`src/rtl/alu_seq_pkg.sv`:
```
`default_nettype none
// ==========================================================================
// Package : alu_seq_pkg
// Brief   : Op-codes, sequencer FSM states and the ALU reference function.
// Rev     : 1.0
// ==========================================================================
package alu_seq_pkg;

  localparam logic [2:0] OP_ADD  = 3'b000;
  localparam logic [2:0] OP_SUB  = 3'b001;
  localparam logic [2:0] OP_AND  = 3'b010;
  localparam logic [2:0] OP_OR   = 3'b011;
  localparam logic [2:0] OP_XOR  = 3'b100;
  localparam logic [2:0] OP_NAND = 3'b101;
  localparam logic [2:0] OP_NOR  = 3'b110;
  localparam logic [2:0] OP_XNOR = 3'b111;

  typedef enum logic [1:0] {
    IDLE  = 2'd0,
    ISSUE = 2'd1,
    CAPT  = 2'd2,
    RESP  = 2'd3
  } seq_state_e;

  // Returns {carry, result, zero}; carry is forced 0 for the logic ops.
  function automatic logic [5:0] alu_expect(input logic [2:0] op,
                                            input logic [3:0] a,
                                            input logic [3:0] b);
    logic [4:0] wide;
    logic [3:0] res;
    logic       cy;
    wide = 5'd0;
    res  = 4'd0;
    cy   = 1'b0;
    case (op)
      OP_ADD: begin
        wide = {1'b0, a} + {1'b0, b};
        res  = wide[3:0];
        cy   = wide[4];
      end
      OP_SUB: begin
        wide = {1'b0, a} - {1'b0, b};
        res  = wide[3:0];
        cy   = wide[4];
      end
      OP_AND:  res = a & b;
      OP_OR:   res = a | b;
      OP_XOR:  res = a ^ b;
      OP_NAND: res = ~(a & b);
      OP_NOR:  res = ~(a | b);
      default: res = ~(a ^ b);
    endcase
    return {cy, res, (res == 4'd0)};
  endfunction

endpackage
`default_nettype wire

```
`src/rtl/alu_seq_fifo.sv`:
```
`default_nettype none
// ==========================================================================
// Module : alu_seq_fifo
// Brief  : Synchronous command FIFO, power-of-2 depth, show-ahead read port.
// Rev    : 1.0
// ==========================================================================
module alu_seq_fifo #(
  parameter int DEPTH = 4,
  parameter int WIDTH = 13
) (
  input  logic             clk,
  input  logic             rst,
  input  logic             push,
  input  logic [WIDTH-1:0] wdata,
  input  logic             pop,
  output logic [WIDTH-1:0] rdata,
  output logic             full,
  output logic             empty
);

  localparam int PTR_W = (DEPTH > 1) ? $clog2(DEPTH) : 1;
  localparam logic [PTR_W:0] FULL_CNT = (PTR_W + 1)'(DEPTH);

  logic [WIDTH-1:0] mem_q [DEPTH];
  logic [PTR_W-1:0] wr_ptr_q, wr_ptr_d;
  logic [PTR_W-1:0] rd_ptr_q, rd_ptr_d;
  logic [PTR_W:0]   count_q, count_d;
  logic             push_ok, pop_ok;

  assign full    = (count_q == FULL_CNT);
  assign empty   = (count_q == '0);
  assign push_ok = push && !full;
  assign pop_ok  = pop && !empty;
  assign rdata   = mem_q[rd_ptr_q];

  // Pointers wrap naturally because DEPTH is a power of two.
  always_comb begin
    wr_ptr_d = wr_ptr_q;
    rd_ptr_d = rd_ptr_q;
    count_d  = count_q;
    if (push_ok) wr_ptr_d = wr_ptr_q + PTR_W'(1);
    if (pop_ok)  rd_ptr_d = rd_ptr_q + PTR_W'(1);
    case ({push_ok, pop_ok})
      2'b10:   count_d = count_q + (PTR_W + 1)'(1);
      2'b01:   count_d = count_q - (PTR_W + 1)'(1);
      default: count_d = count_q;
    endcase
  end

  always_ff @(posedge clk) begin
    if (rst) begin
      wr_ptr_q <= '0;
      rd_ptr_q <= '0;
      count_q  <= '0;
    end else begin
      wr_ptr_q <= wr_ptr_d;
      rd_ptr_q <= rd_ptr_d;
      count_q  <= count_d;
    end
  end

  always_ff @(posedge clk) begin
    if (push_ok) mem_q[wr_ptr_q] <= wdata;
  end

endmodule
`default_nettype wire

```
`src/rtl/alu_op_sequencer.sv`:
```
`default_nettype none
// ==========================================================================
// Module : alu_op_sequencer
// Brief  : Queues ALU commands, issues them to a registered 4-bit ALU and
//          returns result/carry/zero/tag on a valid/ready response channel.
//          Optional self-check model: ALU_OP_SEQUENCER_CHECK_EN.
// Rev    : 1.0
// ==========================================================================
module alu_op_sequencer
  import alu_seq_pkg::*;
#(
  parameter int DEPTH = 4,
  parameter int TAG_W = 2
) (
  input  logic             clk,
  input  logic             rst,
  input  logic             cmd_valid,
  output logic             cmd_ready,
  input  logic [2:0]       cmd_op,
  input  logic [3:0]       cmd_a,
  input  logic [3:0]       cmd_b,
  input  logic [TAG_W-1:0] cmd_tag,
  output logic [3:0]       alu_a,
  output logic [3:0]       alu_b,
  output logic [2:0]       alu_control,
  input  logic [3:0]       alu_result,
  input  logic             alu_carry,
  input  logic             alu_zero,
  output logic             rsp_valid,
  input  logic             rsp_ready,
  output logic [3:0]       rsp_result,
  output logic             rsp_carry,
  output logic             rsp_zero,
  output logic [TAG_W-1:0] rsp_tag,
  output logic             rsp_mismatch,
  output logic             busy
);

  localparam int CMD_W = 3 + 4 + 4 + TAG_W;

  seq_state_e       state_q, state_d;
  logic [2:0]       op_q, op_d;
  logic [3:0]       a_q, a_d;
  logic [3:0]       b_q, b_d;
  logic [TAG_W-1:0] tag_q, tag_d;
  logic [3:0]       rsp_result_q, rsp_result_d;
  logic             rsp_carry_q, rsp_carry_d;
  logic             rsp_zero_q, rsp_zero_d;
  logic [TAG_W-1:0] rsp_tag_q, rsp_tag_d;

  logic             fifo_push, fifo_pop, fifo_full, fifo_empty;
  logic [CMD_W-1:0] fifo_rdata;
  logic             carry_masked;

  assign fifo_push = cmd_valid && !fifo_full;
  assign cmd_ready = !fifo_full;

  alu_seq_fifo #(
    .DEPTH (DEPTH),
    .WIDTH (CMD_W)
  ) u_fifo (
    .clk   (clk),
    .rst   (rst),
    .push  (fifo_push),
    .wdata ({cmd_op, cmd_a, cmd_b, cmd_tag}),
    .pop   (fifo_pop),
    .rdata (fifo_rdata),
    .full  (fifo_full),
    .empty (fifo_empty)
  );

  // The ALU keeps a stale carry on logic ops, so only ADD/SUB pass it through.
  assign carry_masked = (op_q[2:1] == 2'b00) && alu_carry;

  always_comb begin
    state_d      = state_q;
    op_d         = op_q;
    a_d          = a_q;
    b_d          = b_q;
    tag_d        = tag_q;
    rsp_result_d = rsp_result_q;
    rsp_carry_d  = rsp_carry_q;
    rsp_zero_d   = rsp_zero_q;
    rsp_tag_d    = rsp_tag_q;
    fifo_pop     = 1'b0;
    case (state_q)
      IDLE: begin
        if (!fifo_empty) begin
          fifo_pop = 1'b1;
          state_d  = ISSUE;
        end
      end
      ISSUE: state_d = CAPT;
      CAPT: begin
        rsp_result_d = alu_result;
        rsp_carry_d  = carry_masked;
        rsp_zero_d   = alu_zero;
        rsp_tag_d    = tag_q;
        state_d      = RESP;
      end
      RESP: begin
        if (rsp_ready) begin
          if (!fifo_empty) begin
            fifo_pop = 1'b1;
            state_d  = ISSUE;
          end else begin
            state_d = IDLE;
          end
        end
      end
      default: state_d = IDLE;
    endcase
    if (fifo_pop) {op_d, a_d, b_d, tag_d} = fifo_rdata;
  end

  always_ff @(posedge clk) begin
    if (rst) begin
      state_q      <= IDLE;
      op_q         <= '0;
      a_q          <= '0;
      b_q          <= '0;
      tag_q        <= '0;
      rsp_result_q <= '0;
      rsp_carry_q  <= 1'b0;
      rsp_zero_q   <= 1'b0;
      rsp_tag_q    <= '0;
    end else begin
      state_q      <= state_d;
      op_q         <= op_d;
      a_q          <= a_d;
      b_q          <= b_d;
      tag_q        <= tag_d;
      rsp_result_q <= rsp_result_d;
      rsp_carry_q  <= rsp_carry_d;
      rsp_zero_q   <= rsp_zero_d;
      rsp_tag_q    <= rsp_tag_d;
    end
  end

  assign alu_a       = a_q;
  assign alu_b       = b_q;
  assign alu_control = op_q;
  assign rsp_valid   = (state_q == RESP);
  assign rsp_result  = rsp_result_q;
  assign rsp_carry   = rsp_carry_q;
  assign rsp_zero    = rsp_zero_q;
  assign rsp_tag     = rsp_tag_q;
  assign busy        = (state_q != IDLE) || !fifo_empty;

`ifdef ALU_OP_SEQUENCER_CHECK_EN
  logic [5:0] model_w;
  logic       mismatch_q, mismatch_d;

  assign model_w = alu_expect(op_q, a_q, b_q);

  always_comb begin
    mismatch_d = mismatch_q;
    if (state_q == CAPT) mismatch_d = (model_w != {carry_masked, alu_result, alu_zero});
  end

  always_ff @(posedge clk) begin
    if (rst) mismatch_q <= 1'b0;
    else     mismatch_q <= mismatch_d;
  end

  assign rsp_mismatch = mismatch_q;
`else
  assign rsp_mismatch = 1'b0;
`endif

endmodule
`default_nettype wire
```
`config.mk`:
```
export PLATFORM = sky130hd
export DESIGN_NAME = alu_op_sequencer
export DESIGN_NICKNAME = d
export VERILOG_FILES = /design/src/rtl/alu_seq_pkg.sv /design/src/rtl/alu_seq_fifo.sv /design/src/rtl/alu_op_sequencer.sv
export SDC_FILE = /design/constraint.sdc
export NUM_CORES = 1
export LEC_CHECK = 0
export CORE_UTILIZATION = 29
export CTS_BUF_LIST = sky130_fd_sc_hd__clkbuf_4
export CTS_CLUSTER_SIZE = 14
export DETAILED_ROUTE_END_ITERATION = 6
export SKIP_LAST_GASP = 1
export SYNTH_ARGS = -nofsm -noshare
export SYNTH_HDL_FRONTEND = slang
export SYNTH_HIERARCHICAL = 1
export SYNTH_SLANG_ARGS = --single-unit
export TNS_END_PERCENT = 30
```
`constraint.sdc`:
```
create_clock -name clk -period 7.4 [get_ports clk]
set_input_delay 2.22 -clock clk [delete_from_list [all_inputs] [get_ports clk]]
set_output_delay 2.22 -clock clk [all_outputs]
set_load 0.02 [all_outputs]
```
* Yosys cells after proc, flatten, opt, wreduce, memory -nomap -nowiden
Memory sizes are Yosys's and may differ from the RTL's. A register that Yosys moved wholly into a read port is not among the register bits.
Cells that the tools add are included.
** Storage, ports and cells
- Bits in registers :: 17
- Bits in writable memories :: 52
- Word-level logic and storage cells :: 44
- Output and inout bits :: 23
- Memories kept :: 1
** Cells by class
- Equality and inequality tests :: 8
- $add $sub $neg :: 4
- Reductions and logical operators :: 13
- Multiplexer cells :: 10
** Memory list
- u_fifo.mem_q :: words 4, width 13, read ports 1, clocked after memory_dff 1, write ports 1, RTL line alu_seq_fifo.sv:24 : logic [WIDTH-1:0] mem_q [DEPTH];
** Operators with widths (count)
- $pmux W2 S4 :: 1
- $eq A2 B2 Y1 const B :: 3
- $pmux W3 S2 :: 1
- $mux W1 :: 5
- $add A2 B1 Y2 const B :: 2
- $eq A2 B1 Y1 const B :: 2
- $logic_and A1 B1 Y1 :: 4
- $logic_not A2 Y1 :: 2
- $mux W2 :: 2
- $reduce_bool A2 Y1 :: 2
- $add A3 B1 Y3 const B :: 1
- $eq A3 B3 Y1 const B :: 1
- $logic_not A3 Y1 :: 1
- $sub A3 B1 Y3 const B :: 1
- $logic_not A1 Y1 :: 2
- $ne A2 B1 Y1 const B :: 1
- $ne A2 B2 Y1 const B :: 1
- $pmux W1 S2 :: 1
- $reduce_and A2 Y1 :: 1
- $logic_or A1 B1 Y1 :: 1

* Logic depth before layout (Yosys ltp)
- Word-level depth :: 7
- Mapped depth :: 13

* Hierarchy
Netlist, hierarchy kept.
** Modules (own cells, without submodules)
- alu_seq_fifo :: instances 1, area each 2354.8 um^2, cells each 121, seq. area each 1741.7 um^2
- alu_op_sequencer :: instances 1, area each 1069.8 um^2, cells each 107, seq. area each 460.4 um^2

* Least setup slack after synthesis
Ideal clock, no wire load.
- Path type :: input -> register
- Start point :: input rsp_ready
- End point :: register u_fifo.count_q[2]
- Path buffers :: 1
- Slack :: 3.269 ns
- Stages on the path :: 11
- Setup time :: 0.070 ns
- Arrival :: 4.061 ns
- Data required time :: 7.330 ns
- Cells stage by stage :: a21oi_1 nor3_4 buf_8 o31ai_1 inv_1 ha_1 inv_1 fa_1 xor2_1 or3_1 a21oi_1
** Between the ends
- Word-level cells in the longest chain between the ends :: 5
- Elaborated cells between the ends (all ways) :: 7
- Classes of those cells :: eq/ne: 2; mux: 3; reduce/logical: 2
** Ends and longest elaborated chain
- start: declaration :: RTL line alu_op_sequencer.sv:30 : input logic rsp_ready,
- $mux W1 (*) :: RTL line alu_op_sequencer.sv:102 : if (rsp_ready) begin
- $pmux W1 S2 (*) :: RTL line alu_op_sequencer.sv:86 : case (state_q)
- named net fifo_pop :: RTL line alu_op_sequencer.sv:51 : logic fifo_push, fifo_pop, fifo_full, fifo_empty;
- $logic_and A1 B1 Y1 (*) :: RTL line alu_seq_fifo.sv:33 : assign pop_ok = pop && !empty;
- named net u_fifo.pop_ok :: RTL line alu_seq_fifo.sv:28 : logic push_ok, pop_ok;
- $eq A2 B1 Y1 or $eq A2 B2 Y1 (tied branches) :: RTL line alu_seq_fifo.sv:43 : case ({push_ok, pop_ok})
- $pmux W3 S2 or $reduce_bool A2 Y1 (tied branches)
- end signal: assignment :: RTL line alu_seq_fifo.sv:58 : count_q <= count_d;
- end: declaration :: RTL line alu_seq_fifo.sv:27 : logic [PTR_W:0] count_q, count_d;
Mark *: on every way through the listed nets, which the timed path passes. The rest lies on a longest branch.
A chain may end at the register's enable or synchronous reset.

* Worst setup path after layout
- Start point :: input rsp_ready
- End point :: register u_fifo.count_q[2]
** Between the ends
- Word-level cells in the longest chain between the ends :: 5
- Elaborated cells between the ends (all ways) :: 7
- Classes of those cells :: eq/ne: 2; mux: 3; reduce/logical: 2
** Ends and longest elaborated chain (RTL line)
- $mux W1 (*) :: alu_op_sequencer.sv:102
- $pmux W1 S2 (*) :: alu_op_sequencer.sv:86
- $logic_and A1 B1 Y1 (*) :: alu_seq_fifo.sv:33
- named net u_fifo.pop_ok :: alu_seq_fifo.sv:28
- $eq A2 B1 Y1 or $eq A2 B2 Y1 (tied branches) :: alu_seq_fifo.sv:43
- $pmux W3 S2 or $reduce_bool A2 Y1 (tied branches)
Marked as above.

==> key figures <==
Placement
  • Gpl congestion: around 0.65
  • Setup WS pre-CTS: about 2.2 ns
  • Port bufs: 44
  • Area post-placement: approximately 4000 um2
  • DP Wirelength: roughly 3900 um

Finish
  • Final instance area: between 4000 and 5000 um2
  • Area growth from synthesis to layout: 21.05%
  • Fillers: approximately 1100
  • N_diodes: 0
  • Layout cells sized above 1: between 10 and 15%
  • Layout Nets: slightly above 300

Logic synthesis
  • Largest area contributor in the netlist: edfxtp_1
  • Top cells by count, synth: edfxtp_1 (52), dfxtp_1 (32), nand2b_1 (28), mux2i_1 (22), nor2_1 (15)
  • Syn Std Cell Area: between 3000 and 4000 um2
  • Post-synth cell types: 34
  • Primary FF master, synth: edfxtp_1
  • Mapped Cells: between 200 and 250
  • Syn_nets: 261
  • Area share of the largest cell type after synthesis: 45.60%
  • Largest cells by area after synthesis: edfxtp_1 (46%), dfxtp_1 (19%), mux4_2 (7.9%)
  • Number of flops mapped to enable cells by yosys: 52
  • Sequential share of the synthesized area: around 64%
  • Synthesis warning total: 6
  • Syn_area_per_cell: between 15 and 20 um2
  • Count leader, synth: edfxtp_1
  • Asr flop ratio synth: 0%
  • #FFs+latches synth: 84

Timing
  • Measured slew at the worst slew-check pin: ~0.91 ns
  • Slew margin rel.: 38.96%
  • # setup viols final: 0
  • RSZ-0062 raised after global routing: false
  • Final Cycle Share: 62.91%
  • Setup_tns: 0 ns
  • Fin crit period: around 4.7 ns
  • Final Hold Fails: 0
  • Hold slack: a little under 0.5 ns
  • Post-route clock skew: ~0.010 ns
  • Final worst setup slack: approximately 2.7 ns
  • Fmax achieved: between 200 and 250 MHz
  • Max-slew violation count: 0

Worst setup path
  • CP Capture Type: flip-flop
  • Delay-heaviest family, CP: simple AND/OR/NAND/NOR gates
  • Sequence of cells on the critical path: clkdlybuf4s50_1 -> a21oi_1 -> nor3_4 -> o31ai_1 -> inv_1 -> ha_1 -> inv_1 -> fa_1 -> xor2_1 -> or3_1 -> a21oi_1
  • CP Launch Type: primary input
  • Setup Crit Path Kind: primary input to flip-flop
  • Required time worst endpoint: ~8 ns
  • CP arrival: ~5.0 ns
  • Slowest CP cell: nor3_4
  • CP max stage delay: around 0.66 ns
  • Reg2Reg Setup Slack: 4.26 ns
  • CP Buf/Inv Count: 3
  • CP max FO: 15

Clock tree
  • Clk Latency, worst-skew pair: about 0.43 ns
  • CTS tree: built
  • Clk buf depth: 2
  • Num CTS Buffers: 9
  • Clock Pin Slew Worst Setup and Hold Paths: 0.13 ns
  • Hold_buf cts: 0
  • Post-CTS sizing: 0
  • Sinks on Clock Net: 84
  • H-tree depth: 3
  • CTS Root Buffer Type: clkbuf_4
  • Postcts setup bufs: 0

Pwr
  • Peak supply drop: ~0.15 mV
  • Internal: ~940 uW
  • Power share of the combinational group: between 30% and 40%
  • Sw Ratio: a little under a third
  • Sw power: 432.2 uW
  • Power share of the clock group: approximately a fifth
  • Pwr dens: 330.1 nW/um2
  • Design Power: 1368 uW
  • Pleak: 0.001390 uW
  • Sequential power share: 47.0%

Die
  • Core area: approximately 11000 um2
  • # IOs: 46
  • Row cnt: 39
  • Die X: roughly 110 um
  • Initial Util: 29.86%
  • Die Height: between 100 and 150 um
  • Full die area: around 12000 um2

Routing
  • Drt first pass iters: 4
  • Number of remaining DRC errors: 0
  • Antenna Nets Post-Route: 0
  • Avg Vias per Cell: roughly 4.3
  • DRT Wirelength: slightly below 6000 um
  • Vias after detailed routing: about 1800
  • Avg WL per Cell: 14.08 um
  • DR iter-0 viols: between 60 and 70

Global routing
  • First-pass GRT wire length: ~10000 um
  • Number of global-route vias before repair: 1930
  • Global route overflow: 0
  • Initial antenna violation count: 0
  • Gr busiest metal: met2
  • Largest net degree at the start of global routing: 46
  • Met2 GRT Util: ~16%
  • GRT Total Usage: between 10% and 20%
  • Met1 Use GR: roughly 14%
  • Met3 usage: roughly 3.9%

Flow run
  • Max-capacitance violation count: 0

Run status
  • Status: finished clean

Hold path
  • Worst hold path class: flip-flop to flip-flop
## layout make-up
type                    instances  area [um2]  share of cell area (%)
repair buffers                 45       447.9                   10.81
inverters                      12       45.04                   1.087
clock inverters                 6       78.83                   1.902
flip-flops and latches         84        2202                   53.12
multi-input cells             123        1117                   26.95
well taps                     143       178.9                   4.316
clock buffers                  10       75.07                   1.811
## worst reg2reg max path, stage by stage, from the launching register on
cell and delay [ns]:
dfxtp_1 0.41, inv_1 0.08, ha_1 0.32, nor3_4 0.73, o31ai_1 0.23, inv_1 0.11
ha_1 0.18, inv_1 0.06, fa_1 0.38, xor2_1 0.16, or3_1 0.30, a21oi_1 0.14
## kinds of logic (layout without fill, tap and decap cells)
family,count (synthesis),in the layout,synth area share [%]
multiplexers,35,35,15.09
XOR/XNOR,3,3,0.7674
other,1,1,0.1095
adder cells (fa/ha/maj),10,10,3.873
flip-flops,84,84,64.30
buffers and inverters,21,73,3.069
AO/OA/AOI/OAI,13,13,2.192
AND/OR/NAND/NOR,61,61,10.60
## layer usage
layer | vias up | share of wire (%)
li1 | 908 | -
met1 | 874 | 47
met2 | 42 | 47
met3 | 7 | 4.8
met4 | 0 | 1.1
met5 | - | 0
## cells in the final DEF, fill, tap and decap left out, types with 2 or more instances in the layout
master | synthesis | routed
a21oi_1 | 6 | 6
and2_1 | 5 | 5
bufinv_16 | 0 | 2
clkbuf_4 | 0 | 10
clkdlybuf4s50_1 | 0 | 44
clkinv_2 | 0 | 2
dfxtp_1 | 32 | 32
edfxtp_1 | 52 | 52
ha_1 | 9 | 9
inv_1 | 12 | 12
mux2i_1 | 22 | 22
mux4_2 | 12 | 12
nand2_1 | 2 | 2
nand2b_1 | 28 | 28
nor2_1 | 15 | 15
o21ai_0 | 4 | 4
or3_1 | 3 | 3
xor2_1 | 3 | 3
## final timing paths
check	from	end	depth (start not counted)
min	alu_a[2]	alu_a[2]	2
min reg2reg	alu_a[2]	alu_a[2]	2
max	rsp_ready	u_fifo/count_q[2]	11
max reg2reg	state_q[1]	u_fifo/count_q[2]	11
## metrics by stage
stage               util, %  std cells
floorplan                 -        228
global placement      34.81        407
detailed placement    34.81        407
CTS                   36.15        423
global route          36.15        423
finish                36.15        423
## power by group through the flow
stage                     registers [uW]  clock network (uW)  logic (uW)
after floorplan                      666                   0         294
after global routing                 657                 326         477
final                                643                 290         435
after global placement               655                   0         433
after detailed placement             658                   0         441
after CTS                            647                 304         442
## sequential cells by signal, summed over array words and instances (netlist names), named ones only
register	count
u_fifo/mem_q	52
alu_a	4
alu_b	4
rsp_result	4
alu_control	3
u_fifo/count_q	3
rsp_tag	2
state_q	2
tag_q	2
u_fifo/rd_ptr_q	2
u_fifo/wr_ptr_q	2
rsp_carry	1
rsp_zero	1
Power figures use the tool's default switching activity.
